File: src/rtl/fp32_div_sched_if.sv
// Handshake and core-side bundle for fp32_div_sched: two requesters, one response
// channel and the shared divider core operands/result.
interface fp32_div_sched_if #(
  parameter int TAG_W = 4
);
  // Valid/ready: a transfer happens on a rising clk edge where valid && ready are both
  // high; the source keeps valid and its payload stable until that edge, and ready may
  // depend combinationally on valid.
  logic             req0_valid;
  logic             req0_ready;
  logic [31:0]      req0_a;
  logic [31:0]      req0_b;
  logic [TAG_W-1:0] req0_tag;

  logic             req1_valid;
  logic             req1_ready;
  logic [31:0]      req1_a;
  logic [31:0]      req1_b;
  logic [TAG_W-1:0] req1_tag;

  logic             rsp_valid;
  logic             rsp_ready;
  logic [31:0]      rsp_q;
  logic [TAG_W-1:0] rsp_tag;
  logic             rsp_src;
  logic [2:0]       rsp_flags;

  logic             core_start;
  logic [31:0]      core_dividend;
  logic [31:0]      core_divisor;
  logic [31:0]      core_quotient;

  modport slave (
    input  req0_valid, req0_a, req0_b, req0_tag,
    output req0_ready,
    input  req1_valid, req1_a, req1_b, req1_tag,
    output req1_ready,
    output rsp_valid, rsp_q, rsp_tag, rsp_src, rsp_flags,
    input  rsp_ready,
    output core_start, core_dividend, core_divisor,
    input  core_quotient
  );

  modport master (
    output req0_valid, req0_a, req0_b, req0_tag,
    input  req0_ready,
    output req1_valid, req1_a, req1_b, req1_tag,
    input  req1_ready,
    input  rsp_valid, rsp_q, rsp_tag, rsp_src, rsp_flags,
    output rsp_ready,
    input  core_start, core_dividend, core_divisor,
    output core_quotient
  );
endinterface

File: src/rtl/fp32_div_sched.sv
// Round-robin sequencer sharing one iterative FP32 divider core between two requesters.
// Optional FP32_DIV_SPECIAL_EN resolves special operands at accept without using the core.
module fp32_div_sched #(
  parameter int DIV_LAT = 15,
  parameter int TAG_W   = 4
) (
  input  logic                clk_i,
  input  logic                rst_ni,
  fp32_div_sched_if.slave     bus,
  output logic                busy_o,
  output logic [1:0]          dbg_state_o
);

  localparam int CNT_W = $clog2(DIV_LAT);

  typedef enum logic [1:0] {
    S_IDLE  = 2'd0,
    S_ISSUE = 2'd1,
    S_WAIT  = 2'd2,
    S_DONE  = 2'd3
  } state_t;

  state_t           state_q;
  logic [CNT_W-1:0] cnt_q;
  logic             last_q;
  logic [TAG_W-1:0] tag_q;
  logic             src_q;
  logic             core_start_q;
  logic [31:0]      core_dividend_q;
  logic [31:0]      core_divisor_q;
  logic             rsp_valid_q;
  logic [31:0]      rsp_quot_q;
  logic [TAG_W-1:0] rsp_tag_q;
  logic             rsp_src_q;
  logic [2:0]       rsp_flags_q;

  logic             idle_gnt;
  logic             any_valid;
  logic             gnt_src;
  logic [31:0]      sel_a;
  logic [31:0]      sel_b;
  logic [TAG_W-1:0] sel_tag;

  logic             spec_hit;
  logic             spec_nv;
  logic             spec_dz;
  logic [31:0]      spec_res;

  // Ties go to the requester that did not win last; a lone requester always wins.
  assign any_valid = bus.req0_valid | bus.req1_valid;
  assign gnt_src   = (bus.req0_valid & bus.req1_valid) ? ~last_q : bus.req1_valid;
  assign idle_gnt  = rst_ni & (state_q == S_IDLE);

  assign bus.req0_ready = idle_gnt & bus.req0_valid & ~gnt_src;
  assign bus.req1_ready = idle_gnt & bus.req1_valid &  gnt_src;

  assign sel_a   = gnt_src ? bus.req1_a   : bus.req0_a;
  assign sel_b   = gnt_src ? bus.req1_b   : bus.req0_b;
  assign sel_tag = gnt_src ? bus.req1_tag : bus.req0_tag;

`ifdef FP32_DIV_SPECIAL_EN
  logic a_nan, b_nan, a_inf, b_inf, a_zero, b_zero, q_sign;

  assign a_nan  = (sel_a[30:23] == 8'hFF) && (sel_a[22:0] != 23'd0);
  assign b_nan  = (sel_b[30:23] == 8'hFF) && (sel_b[22:0] != 23'd0);
  assign a_inf  = (sel_a[30:23] == 8'hFF) && (sel_a[22:0] == 23'd0);
  assign b_inf  = (sel_b[30:23] == 8'hFF) && (sel_b[22:0] == 23'd0);
  assign a_zero = (sel_a[30:0] == 31'd0);
  assign b_zero = (sel_b[30:0] == 31'd0);
  assign q_sign = sel_a[31] ^ sel_b[31];

  // Invalid cases first, so 0/0 and inf/inf never fall into the dz or inf branches.
  always_comb begin
    spec_hit = 1'b0;
    spec_nv  = 1'b0;
    spec_dz  = 1'b0;
    spec_res = 32'd0;
    if (a_nan || b_nan || (a_zero && b_zero) || (a_inf && b_inf)) begin
      spec_hit = 1'b1;
      spec_nv  = 1'b1;
      spec_res = 32'h7FC0_0000;
    end else if (b_zero) begin
      spec_hit = 1'b1;
      spec_dz  = 1'b1;
      spec_res = {q_sign, 8'hFF, 23'd0};
    end else if (a_inf) begin
      spec_hit = 1'b1;
      spec_res = {q_sign, 8'hFF, 23'd0};
    end else if (a_zero || b_inf) begin
      spec_hit = 1'b1;
      spec_res = {q_sign, 31'd0};
    end
  end
`else
  assign spec_hit = 1'b0;
  assign spec_nv  = 1'b0;
  assign spec_dz  = 1'b0;
  assign spec_res = 32'd0;
`endif

  always_ff @(posedge clk_i or negedge rst_ni) begin
    if (!rst_ni) begin
      state_q         <= S_IDLE;
      cnt_q           <= '0;
      last_q          <= 1'b1;
      tag_q           <= '0;
      src_q           <= 1'b0;
      core_start_q    <= 1'b0;
      core_dividend_q <= 32'd0;
      core_divisor_q  <= 32'd0;
      rsp_valid_q     <= 1'b0;
      rsp_quot_q      <= 32'd0;
      rsp_tag_q       <= '0;
      rsp_src_q       <= 1'b0;
      rsp_flags_q     <= 3'd0;
    end else begin
      core_start_q <= 1'b0;
      case (state_q)
        S_IDLE: begin
          if (any_valid) begin
            last_q          <= gnt_src;
            tag_q           <= sel_tag;
            src_q           <= gnt_src;
            core_dividend_q <= sel_a;
            core_divisor_q  <= sel_b;
            if (spec_hit) begin
              rsp_valid_q <= 1'b1;
              rsp_quot_q  <= spec_res;
              rsp_tag_q   <= sel_tag;
              rsp_src_q   <= gnt_src;
              rsp_flags_q <= {spec_nv, spec_dz, 1'b1};
              state_q     <= S_DONE;
            end else begin
              core_start_q <= 1'b1;
              state_q      <= S_ISSUE;
            end
          end
        end
        S_ISSUE: begin
          cnt_q   <= CNT_W'(DIV_LAT - 1);
          state_q <= S_WAIT;
        end
        S_WAIT: begin
          // cnt reaches 0 in the cycle the core presents its quotient.
          if (cnt_q == '0) begin
            rsp_valid_q <= 1'b1;
            rsp_quot_q  <= bus.core_quotient;
            rsp_tag_q   <= tag_q;
            rsp_src_q   <= src_q;
            rsp_flags_q <= 3'd0;
            state_q     <= S_DONE;
          end else begin
            cnt_q <= cnt_q - 1'b1;
          end
        end
        S_DONE: begin
          if (bus.rsp_ready) begin
            rsp_valid_q <= 1'b0;
            state_q     <= S_IDLE;
          end
        end
        default: state_q <= S_IDLE;
      endcase
    end
  end

  assign bus.core_start    = core_start_q;
  assign bus.core_dividend = core_dividend_q;
  assign bus.core_divisor  = core_divisor_q;
  assign bus.rsp_valid     = rsp_valid_q;
  assign bus.rsp_q         = rsp_quot_q;
  assign bus.rsp_tag       = rsp_tag_q;
  assign bus.rsp_src       = rsp_src_q;
  assign bus.rsp_flags     = rsp_flags_q;
  assign busy_o            = (state_q != S_IDLE);
  assign dbg_state_o       = state_q;

endmodule

File: src/flat_wrapper.sv
// flat-port wrapper written by rule: the top's interface ports become plain ports
module fp32_div_sched_flat 
#(
  parameter int DIV_LAT = 15,
  parameter int TAG_W   = 4
)
  (clk_i, rst_ni, busy_o, dbg_state_o, bus_req0_valid, bus_req0_a, bus_req0_b, bus_req0_tag, bus_req0_ready, bus_req1_valid, bus_req1_a, bus_req1_b, bus_req1_tag, bus_req1_ready, bus_rsp_valid, bus_rsp_q, bus_rsp_tag, bus_rsp_src, bus_rsp_flags, bus_rsp_ready, bus_core_start, bus_core_dividend, bus_core_divisor, bus_core_quotient);
  fp32_div_sched_if #(.TAG_W(TAG_W)) bus_i ();
  input  logic clk_i;
  input  logic rst_ni;
  output logic busy_o;
  output logic [1:0] dbg_state_o;
  input wire logic [$bits(bus_i.req0_valid)-1:0] bus_req0_valid;
  input wire logic [$bits(bus_i.req0_a)-1:0] bus_req0_a;
  input wire logic [$bits(bus_i.req0_b)-1:0] bus_req0_b;
  input wire logic [$bits(bus_i.req0_tag)-1:0] bus_req0_tag;
  output wire logic [$bits(bus_i.req0_ready)-1:0] bus_req0_ready;
  input wire logic [$bits(bus_i.req1_valid)-1:0] bus_req1_valid;
  input wire logic [$bits(bus_i.req1_a)-1:0] bus_req1_a;
  input wire logic [$bits(bus_i.req1_b)-1:0] bus_req1_b;
  input wire logic [$bits(bus_i.req1_tag)-1:0] bus_req1_tag;
  output wire logic [$bits(bus_i.req1_ready)-1:0] bus_req1_ready;
  output wire logic [$bits(bus_i.rsp_valid)-1:0] bus_rsp_valid;
  output wire logic [$bits(bus_i.rsp_q)-1:0] bus_rsp_q;
  output wire logic [$bits(bus_i.rsp_tag)-1:0] bus_rsp_tag;
  output wire logic [$bits(bus_i.rsp_src)-1:0] bus_rsp_src;
  output wire logic [$bits(bus_i.rsp_flags)-1:0] bus_rsp_flags;
  input wire logic [$bits(bus_i.rsp_ready)-1:0] bus_rsp_ready;
  output wire logic [$bits(bus_i.core_start)-1:0] bus_core_start;
  output wire logic [$bits(bus_i.core_dividend)-1:0] bus_core_dividend;
  output wire logic [$bits(bus_i.core_divisor)-1:0] bus_core_divisor;
  input wire logic [$bits(bus_i.core_quotient)-1:0] bus_core_quotient;
  assign bus_i.req0_valid = bus_req0_valid;
  assign bus_i.req0_a = bus_req0_a;
  assign bus_i.req0_b = bus_req0_b;
  assign bus_i.req0_tag = bus_req0_tag;
  assign bus_req0_ready = bus_i.req0_ready;
  assign bus_i.req1_valid = bus_req1_valid;
  assign bus_i.req1_a = bus_req1_a;
  assign bus_i.req1_b = bus_req1_b;
  assign bus_i.req1_tag = bus_req1_tag;
  assign bus_req1_ready = bus_i.req1_ready;
  assign bus_rsp_valid = bus_i.rsp_valid;
  assign bus_rsp_q = bus_i.rsp_q;
  assign bus_rsp_tag = bus_i.rsp_tag;
  assign bus_rsp_src = bus_i.rsp_src;
  assign bus_rsp_flags = bus_i.rsp_flags;
  assign bus_i.rsp_ready = bus_rsp_ready;
  assign bus_core_start = bus_i.core_start;
  assign bus_core_dividend = bus_i.core_dividend;
  assign bus_core_divisor = bus_i.core_divisor;
  assign bus_i.core_quotient = bus_core_quotient;
  fp32_div_sched #(.DIV_LAT(DIV_LAT), .TAG_W(TAG_W)) u_core (.clk_i(clk_i), .rst_ni(rst_ni), .bus(bus_i), .busy_o(busy_o), .dbg_state_o(dbg_state_o));
endmodule
File: config.mk
export PLATFORM = sky130hd
export DESIGN_NAME = fp32_div_sched_flat
export DESIGN_NICKNAME = d
export VERILOG_FILES = /design/src/rtl/fp32_div_sched_if.sv /design/src/rtl/fp32_div_sched.sv /design/src/flat_wrapper.sv
export SDC_FILE = /design/constraint.sdc
export NUM_CORES = 1
export LEC_CHECK = 0
export BUFFER_PORTS_ARGS = -buffer_cell sky130_fd_sc_hd__buf_2
export CORE_MARGIN = 4
export CORE_UTILIZATION = 49
export CTS_BUF_LIST = sky130_fd_sc_hd__clkbuf_8
export DETAILED_ROUTE_END_ITERATION = 8
export GPL_TIMING_DRIVEN = 0
export PLACE_DENSITY = 0.88
export SLEW_MARGIN = 15
export SYNTH_ARGS = -nofsm -noshare
export SYNTH_HDL_FRONTEND = slang
export SYNTH_SLANG_ARGS = --single-unit
File: constraint.sdc
create_clock -name clk_i -period 3.7 [get_ports clk_i]
set_clock_uncertainty 0.15 [all_clocks]
set_input_delay 0.74 -clock clk_i [delete_from_list [all_inputs] [get_ports clk_i]]
set_output_delay 0.74 -clock clk_i [all_outputs]
set_load 0.01 [all_outputs]
==> summary.txt <==
Global routing
  – Met2 Use GR: 43.2%
  – Gr usage total: about a quarter
  – GR met1 Demand/Resource: between 20% and 30%
  – Global-route wire length before repair: 23.1 mm
  – Pin count of the biggest net entering global routing: 61
  – Total congestion overflow: 0
  – Initial antenna violation count: 0
  – Gr busiest metal: met2
  – GR Util met3: between 7 and 8%
  – Vias in the first global route: between 4000 and 5000

Synth
  – Post-Synthesis Cells: just over 500
  – Cell area after synthesis: a little over 5000 µm²
  – Yosys warns: 0
  – Seq/Total Area, Yosys: 57.2%
  – Ys flop type: dfrtp_1
  – Cell variety after synth: 32
  – EDFF count, synth: 0
  – Syn Area/Cell: between 9 and 10 µm²
  – Asr flop ratio synth: 100%
  – Seq cells post-synth: between 100 and 150

Layout
  – Final Non-Filler Cells: between 900 and 1000
  – Filler cell count: 808
  – Syn-to-layout area delta: 40.3%
  – Area occupied by multi-input gates: between 1500 and 2000 µm²
  – Ratio of cells with drive above 1 in the final layout: 45.4%
  – FF+latch area: ~2900 µm²
  – ANT cells: 0
  – Layout Nets: 995

Power
  – Lkg Pwr: 3.59 nW
  – Total power draw: ~5.5 mW
  – Worst VDD drop: between 0.4 and 0.5 mV
  – PwrDens: approximately 780 nW/µm²

Clocking
  – Worst-Skew Late Latency: approximately 400 ps
  – Sink Count: approximately 120
  – Maximum clock path buffer count: 2
  – Worst-path clk slew: roughly 80 ps
  – TritonCTS clock tree: built
  – Htree depth: 4
  – Cts repair resizes: 0
  – Root buffer cell: clkbuf_8
  – Num CTS Buffers: 17
  – Setup Buffers After CTS: 0
  – Hold_buf cts: 0

Status
  – Outcome: complete, no violations

Routing
  – # DRC: 0
  – Final ANT Viol Nets: 0
  – Iter 0 DRT Violations: between 300 and 400
  – Avg WL per Cell: 16.1 µm
  – Vias/cell: roughly 5
  – Drt pass-1 iters: 4
  – Vias: between 4000 and 5000
  – Routed WL: around 15 mm

Placed design
  – DP Cell Count: about 930
  – Post-DP HPWL: 12.0 mm
  – I/O Buffers: 280
  – RD Place Congestion: between 0.8 and 0.9

Critical path
  – CP Capture Type: output port
  – Register-to-Register Path Depth: 7
  – Critical path type: input pin to output port
  – Crit Path Max Fanout: 60
  – Crit path launch type: input pin
  – Register-to-register setup slack: about 1500 ps
  – Capturing point of the worst reg2reg path: u_core.bus.core_dividend[31]
  – CP arrival: just under 2000 ps
  – Reg-to-Reg Start: u_core.dbg_state_o[0]
  – CP required: between 2000 and 3000 ps

Floorplan
  – Core box area: between 9000 and 10000 µm²
  – Die X: around 110 µm
  – I/O pins: 284
  – Height of the chip: between 100 and 150 µm
  – DIE AREA: 12000 µm²
  – Initial Utilization: between 50 and 60%
  – Core Rows: 36

Timing
  – Slew Limit Fails: 0
  – Slew HR: 62.5%
  – Fmax: roughly 350 MHz
  – RSZ-0062 raised after global routing: false
  – Final period util: around three quarters
  – Crit path time final: roughly 2800 ps
  – Worst-margin pin slew: ~560 ps
  – # setup viols final: 0
  – Final Hold Viols: 0

Job
  – Max Cap Violations: 0

Worst hold path
  – Hold WC Path Type: input pin to asynchronous set/reset pin
==> worst max-delay path, cell delays in order <==
cell     delay, ps
buf_6          400
buf_16         340
nand2_1        110
nor3b_1        180
buf_2          160
==> where the power goes <==
group | leakage (nW) | internal [mW] | total, mW | switching, mW
Sequential | 1.31 | 1.79 | 2.05 | 0.268
Combinational | 2.08 | 0.915 | 2.21 | 1.30
Clock | 0.203 | 0.665 | 1.21 | 0.543
==> state kept, by name (all words and copies together), names as in the netlist <==
register,cells
u_core.bus.rsp_tag,4
u_core.tag_q,4
u_core.bus.rsp_valid,1
u_core.bus.rsp_src,1
u_core.cnt_q,4
u_core.bus.core_divisor,32
u_core.last_q,1
u_core.src_q,1
u_core.bus.core_start,1
u_core.bus.rsp_q,32
u_core.dbg_state_o,2
u_core.bus.core_dividend,32
==> synth_stat cells, types with 2 or more instances <==
cell type | n | share of area, %
a21oi_1 | 139 | 14
a31oi_1 | 2 | 0.25
buf_2 | 14 | 1.4
buf_4 | 5 | 0.75
clkbuf_1 | 18 | 1.3
dfrtp_1 | 114 | 57
ha_1 | 7 | 1.7
inv_1 | 8 | 0.60
mux2_1 | 2 | 0.45
mux2_2 | 36 | 8.1
nand2_1 | 72 | 5.4
nor2_1 | 74 | 5.5
o21ai_0 | 3 | 0.30
==> how the worst max path moves through the flow <==
stage	start	to	slack, ps	cells after the start
2_1_floorplan	bus_req1_valid	bus_req1_ready	1400	4
3_3_place_gp	rst_ni	bus_req0_ready	-500	4
3_5_place_dp	rst_ni	bus_req0_ready	790	5
4_1_cts	rst_ni	bus_req0_ready	790	5
5_1_grt	rst_ni	bus_req0_ready	630	5
6_report	rst_ni	bus_req0_ready	860	5
==> placed cells by master, fill, tap and decap left out, types with 2 or more instances in the layout <==
| master | n |
|---|---|
| conb_1 | 3 |
| buf_2 | 293 |
| inv_6 | 4 |
| buf_4 | 5 |
| bufinv_16 | 2 |
| mux2_2 | 36 |
| clkinv_4 | 3 |
| nor2_1 | 74 |
| clkbuf_1 | 18 |
| mux2_1 | 2 |
| clkinvlp_4 | 3 |
| ha_1 | 7 |
| inv_1 | 8 |
| nand2_1 | 72 |
| dfrtp_1 | 114 |
| o21ai_0 | 3 |
| clkbuf_8 | 20 |
| a21oi_1 | 139 |
| a31oi_1 | 2 |
==> stage by stage <==
| stage | TNS [ps] | setup slack (ps) | hold WS, ps | instance area [µm²] | utilization [%] |
|---|---|---|---|---|---|
| floorplan | 0 | 1400 | 294 | 5040 | - |
| global placement | -893 | -500 | 314 | 6610 | 66.7 |
| detailed placement | 0 | 787 | 323 | 6640 | 67.0 |
| CTS | 0 | 791 | 134 | 7060 | 71.3 |
| global route | 0 | 633 | 135 | 7060 | 71.3 |
| finish | 0 | 860 | 135 | 7060 | 71.3 |
==> kinds of logic after synthesis <==
kind of cell	synth area share [%]
other cells	0.0745
fa+ha+maj	1.74
compound gates	16.3
simple gates	11.8
mux	8.70
flops	57.2
buf+inv	4.15
==> routing by layer <==
layer	vias up	part of all wire (%)
met1	2271	36
met2	235	52
met5	-	0
met3	34	9.2
met4	0	3.0
li1	2337	-
==> area by class of cell <==
| cell class | count | share of cell area (%) |
|---|---|---|
| sequential | 115 | 40.8 |
| multi-input combinational | 354 | 27.6 |
| clock inverter | 12 | 2.04 |
| tap | 133 | 2.36 |
| timing repair buffer | 281 | 20.3 |
| buffer | 37 | 2.48 |
| inverter | 9 | 0.478 |
| clock buffer | 20 | 3.90 |
No activity file was read; power rests on OpenSTA's default activity.
